File: config.mk
export PLATFORM = sky130hd
export DESIGN_NAME = regfile_wr_arbiter_flat
export DESIGN_NICKNAME = d
export VERILOG_FILES = /design/src/rtl/regfile_wr_arbiter_if.sv /design/src/rtl/regfile_wr_arbiter.sv /design/src/flat_wrapper.sv
export SDC_FILE = /design/constraint.sdc
export NUM_CORES = 1
export LEC_CHECK = 0
export CAP_MARGIN = 20
export CORE_UTILIZATION = 25
export CTS_BUF_LIST = sky130_fd_sc_hd__clkbuf_4 sky130_fd_sc_hd__clkbuf_8 sky130_fd_sc_hd__clkbuf_16
export CTS_CLUSTER_DIAMETER = 150
export DETAILED_ROUTE_END_ITERATION = 6
export GPL_ROUTABILITY_DRIVEN = 0
export SLEW_MARGIN = 30
export SYNTH_ARGS = -nofsm -noshare
export SYNTH_HDL_FRONTEND = slang
export SYNTH_SLANG_ARGS = --single-unit
File: constraint.sdc
create_clock -name clk -period 4.4 [get_ports clk]
set_input_delay 0.44 -clock clk [delete_from_list [all_inputs] [get_ports clk]]
set_output_delay 0.44 -clock clk [all_outputs]
set_load 0.05 [all_outputs]
File: src/rtl/regfile_wr_arbiter_if.sv
// Write-port bundle between the writeback requesters and the register file.
// The slave side is the arbiter; the master side is the requester/regfile environment.
interface regfile_wr_arbiter_if #(
    parameter int width = 32,
    parameter int NREQ  = 3,
    parameter int IDW   = 2
);
    logic [NREQ-1:0]       req_valid;
    logic [5*NREQ-1:0]     req_addr;
    logic [width*NREQ-1:0] req_data;
    logic [NREQ-1:0]       req_ready;
    logic                  rf_we;
    logic [4:0]            rf_addr;
    logic [width-1:0]      rf_wdata;
    logic [IDW-1:0]        rf_src;

    modport master (
        output req_valid, req_addr, req_data,
        input  req_ready, rf_we, rf_addr, rf_wdata, rf_src
    );

    modport slave (
        input  req_valid, req_addr, req_data,
        output req_ready, rf_we, rf_addr, rf_wdata, rf_src
    );
endinterface

File: src/rtl/regfile_wr_arbiter.sv
// Round-robin arbiter sharing the register-file write port, one registered stage.
// Optional REGWR_ARB_PERF_EN adds saturating grant/drop counters.
module regfile_wr_arbiter #(
    parameter int width = 32,
    parameter int NREQ  = 3,
    parameter int IDW   = 2
) (
    input  logic                clk,
    input  logic                rst_n,
    input  logic                hold,
    regfile_wr_arbiter_if.slave bus
`ifdef REGWR_ARB_PERF_EN
    ,
    output logic [16*NREQ-1:0]  perf_grants,
    output logic [15:0]         perf_drops
`endif
);

    logic [IDW-1:0]   rr_ptr;
    logic [IDW-1:0]   ptr_next;
    logic [IDW-1:0]   gidx;
    logic [NREQ-1:0]  grant;
    logic             xfer;
    logic [4:0]       gaddr;
    logic [width-1:0] gdata;
    logic             stage_valid;
    logic [4:0]       addr_q;
    logic [width-1:0] data_q;
    logic [IDW-1:0]   src_q;

    // Two passes: requesters at/after the pointer first, then the wrapped ones.
    always_comb begin
        grant = '0;
        gidx  = '0;
        xfer  = 1'b0;
        gaddr = '0;
        gdata = '0;
        if (rst_n && !hold) begin
            for (int i = 0; i < NREQ; i++) begin
                if (!xfer && bus.req_valid[i] && IDW'(i) >= rr_ptr) begin
                    xfer     = 1'b1;
                    grant[i] = 1'b1;
                    gidx     = IDW'(i);
                end
            end
            for (int i = 0; i < NREQ; i++) begin
                if (!xfer && bus.req_valid[i] && IDW'(i) < rr_ptr) begin
                    xfer     = 1'b1;
                    grant[i] = 1'b1;
                    gidx     = IDW'(i);
                end
            end
        end
        for (int i = 0; i < NREQ; i++) begin
            if (grant[i]) begin
                gaddr = bus.req_addr[5*i +: 5];
                gdata = bus.req_data[width*i +: width];
            end
        end
    end

    assign ptr_next = (gidx == IDW'(NREQ - 1)) ? '0 : gidx + 1'b1;

    always_ff @(posedge clk) begin
        if (!rst_n) begin
            stage_valid <= 1'b0;
            addr_q      <= '0;
            data_q      <= '0;
            src_q       <= '0;
            rr_ptr      <= '0;
        end else if (!hold) begin
            if (xfer) begin
                rr_ptr <= ptr_next;
                if (gaddr != 5'd0) begin
                    stage_valid <= 1'b1;
                    addr_q      <= gaddr;
                    data_q      <= gdata;
                    src_q       <= gidx;
                end else begin
                    stage_valid <= 1'b0;
                end
            end else begin
                stage_valid <= 1'b0;
            end
        end
    end

    assign bus.req_ready = grant;
    assign bus.rf_we     = stage_valid & ~hold;
    assign bus.rf_addr   = addr_q;
    assign bus.rf_wdata  = data_q;
    assign bus.rf_src    = src_q;

`ifdef REGWR_ARB_PERF_EN
    always_ff @(posedge clk) begin
        if (!rst_n) begin
            perf_grants <= '0;
            perf_drops  <= '0;
        end else begin
            for (int i = 0; i < NREQ; i++) begin
                if (grant[i] && perf_grants[16*i +: 16] != 16'hFFFF)
                    perf_grants[16*i +: 16] <= perf_grants[16*i +: 16] + 16'd1;
            end
            if (xfer && gaddr == 5'd0 && perf_drops != 16'hFFFF)
                perf_drops <= perf_drops + 16'd1;
        end
    end
`endif

endmodule

File: src/flat_wrapper.sv
// flat-port wrapper written by rule: the top's interface ports become plain ports
module regfile_wr_arbiter_flat 
#(
    parameter int width = 32,
    parameter int NREQ  = 3,
    parameter int IDW   = 2
)
  (clk, rst_n, hold, bus_req_valid, bus_req_addr, bus_req_data, bus_req_ready, bus_rf_we, bus_rf_addr, bus_rf_wdata, bus_rf_src);
  regfile_wr_arbiter_if #(.width(width), .NREQ(NREQ), .IDW(IDW)) bus_i ();
  input  logic clk;
  input  logic rst_n;
  input  logic hold;
  input wire logic [$bits(bus_i.req_valid)-1:0] bus_req_valid;
  input wire logic [$bits(bus_i.req_addr)-1:0] bus_req_addr;
  input wire logic [$bits(bus_i.req_data)-1:0] bus_req_data;
  output wire logic [$bits(bus_i.req_ready)-1:0] bus_req_ready;
  output wire logic [$bits(bus_i.rf_we)-1:0] bus_rf_we;
  output wire logic [$bits(bus_i.rf_addr)-1:0] bus_rf_addr;
  output wire logic [$bits(bus_i.rf_wdata)-1:0] bus_rf_wdata;
  output wire logic [$bits(bus_i.rf_src)-1:0] bus_rf_src;
  assign bus_i.req_valid = bus_req_valid;
  assign bus_i.req_addr = bus_req_addr;
  assign bus_i.req_data = bus_req_data;
  assign bus_req_ready = bus_i.req_ready;
  assign bus_rf_we = bus_i.rf_we;
  assign bus_rf_addr = bus_i.rf_addr;
  assign bus_rf_wdata = bus_i.rf_wdata;
  assign bus_rf_src = bus_i.rf_src;
  regfile_wr_arbiter #(.width(width), .NREQ(NREQ), .IDW(IDW)) u_core (.clk(clk), .rst_n(rst_n), .hold(hold), .bus(bus_i));
endmodule
==> summary.txt <==
Status
  • Status: finished, final reports clean

Global route
  • M2 GR Usage: 29.79%
  • GRT overflow: 0
  • Vias in the first global route: 2653
  • Pin count of the biggest net entering global routing: 45
  • Antenna violations before repair: 0
  • First-pass GRT wire length: 13.88 mm
  • Met1 Use GR: 23.54%
  • Tot GR Track Use: 18.34%
  • Most used routing layer in global routing: met2
  • GRT met3 Usage: 5.347%

Cells and area
  • Final Util: 45.93%
  • Leading cell type in the layout, fill and taps excluded: clkdlybuf4s50_1
  • Footprint of the multi-input gates: 1244 µm²
  • Area growth, synth to finish: 78.09%
  • Post-route cell area: 3986 µm²
  • Nets: 497
  • Fillers: 870
  • Layout cells sized above 1: 10.50%
  • Register Area: 840.8 µm²
  • # diodes: 0
  • Fin cells: 489
  • Most frequent cells in the layout: clkdlybuf4s50_1, dfxtp_1, a21oi_1

STA
  • Worst slew pin tran: 542.1 ps
  • Final Setup Violations: 0
  • Final period util: 74.36%
  • RSZ-0062 raised after global routing: false
  • Max Freq: 0.3056 GHz
  • Pins Over Slew Limit: 0
  • Setup tns final: 0 ps
  • Min Tclk post-route: 3272 ps
  • Max-slew headroom: 63.75%
  • Clk_skew: 3.636 ps
  • Final hold vios: 0

Setup path
  • Critical Path Most Common Cell: clkdlybuf4s50_1
  • Endpoint class of the critical path: output port
  • WS Path Type: input port to output port
  • Delay of the slowest critical-path stage: 900 ps
  • Worst-path fanout max: 10
  • Worst-path cell with the longest stage delay: clkdlybuf4s50_1
  • Cell Chain, Critical Path: clkdlybuf4s50_1 > nand3b_1 > o211ai_1 > nor2_2 > clkdlybuf4s50_1
  • Req. time, crit path: 3960 ps
  • Worst Path Arrival: 2830 ps
  • Startpoint types: input port

Yosys
  • Syn. warnings: 0
  • Cell area after synthesis: 2238 µm²
  • Sequential-to-total area share from yosys stat: 37.56%
  • Yosys cell types: 38
  • Post-Synthesis Cells: 237
  • Post-Syn Nets: 354
  • Post-synthesis register bit count: 42
  • Avg Cell Area, Syn: 9.445 µm²

Detailed routing
  • Vias: 2648
  • Initial DRT Pass Iterations: 7
  • Initial DRC count: 176
  • Post-DRT Antenna Nets: 0
  • DR WL/cell: 17.69 µm
  • Post-Route WL: 8.649 mm
  • Via-per-instance ratio: 5.415
  • DRC Markers: 0

Power and ir drop
  • LEAKAGE: 0.001394 µW
  • Pwr per Cell Area: 278.2 nW/µm²
  • Worst vdd ir: 0.1447 mV

Floorplanning
  • Die Area: 9336 µm²
  • Total core area: 8678 µm²
  • Die height: 96.63 µm
  • Standard-cell rows: 34
  • Initial core utilization: 25.79%
  • Die X: 96.63 µm
  • IO Count: 160

Clock network
  • CTS resizes: 0
  • Clk sinks: 42
  • Hold_buf cts: 0
  • Bufs on Longest Clock Path: 2
  • Root buf cell: clkbuf_8
  • Clock Pin Slew Worst Setup and Hold Paths: 80 ps
  • Post-CTS setup buffers: 0
  • Clk Latency, worst-skew pair: 280 ps
  • H-tree levels: 2
  • Total CTS buffers: 5
  • CTS tree: yes

Worst hold path
  • Hold Crit Class: register to register

Place
  • Placed cell count: 481
  • Number of buffers added on ports: 159
  • Placed inst area: 3891 µm²
  • HPWL Detailed: 5.972 mm

Flow run
  • Max-cap violations: 0
[synthesized netlist by cell type]
master | number | area, µm²
nor2b_1 | 4 | 25.02
o21ai_0 | 4 | 20.02
o31ai_4 | 1 | 21.27
o211ai_1 | 3 | 22.52
a211oi_1 | 3 | 22.52
buf_2 | 11 | 55.05
a31oi_1 | 1 | 6.260
dfxtp_1 | 42 | 840.8
a222oi_1 | 33 | 330.3
o32ai_1 | 1 | 8.760
a21o_1 | 2 | 15.01
a31o_2 | 15 | 131.4
nor4_4 | 1 | 21.27
o21ba_2 | 1 | 10.01
a21boi_0 | 3 | 22.52
o31a_1 | 1 | 8.760
o22a_1 | 1 | 8.760
mux2i_1 | 4 | 40.04
nor3b_2 | 1 | 12.51
a31o_1 | 20 | 175.2
nand2b_1 | 2 | 12.51
nand4b_1 | 1 | 8.760
nor3_1 | 3 | 15.01
clkbuf_1 | 15 | 56.30
a22oi_1 | 1 | 7.510
nand3b_1 | 1 | 7.510
inv_1 | 2 | 7.510
and2_1 | 3 | 18.77
nor2_1 | 6 | 22.52
a21oi_1 | 34 | 170.2
nand2_1 | 7 | 26.28
buf_6 | 2 | 22.52
buf_4 | 2 | 15.01
nor2_2 | 2 | 12.51
a211oi_2 | 1 | 12.51
o32a_1 | 1 | 10.01
o22ai_1 | 1 | 6.260
a2bb2oi_1 | 1 | 8.760
[flip-flops by register name (all words and copies together), names as in the netlist]
signal and flops:
u_core.bus.rf_addr 5, u_core.bus.rf_src 2, u_core.bus.rf_wdata 32, u_core.rr_ptr 2
u_core.stage_valid 1
[stage by stage]
stage          setup slack [ps]  hold slack, ps  total power (µW)
2_1_floorplan              1992           438.9             663.9
3_3_place_gp               1123           454.5             850.2
3_5_place_dp               1125           466.0             854.2
4_1_cts                    1117           484.0              1121
5_1_grt                   964.9           498.9              1170
6_report                   1128           477.9              1109
[where the power goes]
group	leakage [µW]	switching [µW]	total [µW]	internal, µW
Combinational	0.00100	225	417	192
Clock	0.0000517	132	265	133
Sequential	0.000342	17.9	427	409
[routing by layer]
layer	part of all wire (%)	wire, µm	vias to the layer above
met5	0	0	-
met4	1.1	91	0
met3	8.4	723	6
met2	49	4213	126
met1	42	3620	1255
li1	-	-	1261
[cell families after synthesis]
family / after synthesis / share of synthesized area, %
compound gates: 128 / 45.50
buf+inv: 32 / 6.987
flops: 42 / 37.56
mux: 4 / 1.789
simple gates: 31 / 8.161
[critical path: cells and delay by family]
kind,cells,cell delay [ps]
buffers and inverters,2,1510
AND/OR/NAND/NOR,2,700
AO/OA/AOI/OAI,1,170
[final cells by class]
cell class                 count  share of cell area, %
tap                          108                  3.390
multi-input combinational    163                  31.20
clock buffer                   7                  2.260
inverter                       2                 0.1883
clock inverter                 1                 0.1255
timing repair buffer         166                  41.75
sequential                    42                  21.09
[final timing paths]
check / cells past startpoint / start / slack [ps] / to
setup / recovery: 5 / bus_req_valid[2] / 1130 / bus_req_ready[0]
hold / removal: 2 / u_core.bus.rf_src[1] / 480 / u_core.bus.rf_src[1]
hold reg to reg: 2 / u_core.bus.rf_src[1] / 480 / u_core.bus.rf_src[1]
setup reg to reg: 7 / u_core.rr_ptr[0] / 1820 / u_core.bus.rf_wdata[26]
No activity file was read; power rests on OpenSTA's default activity.
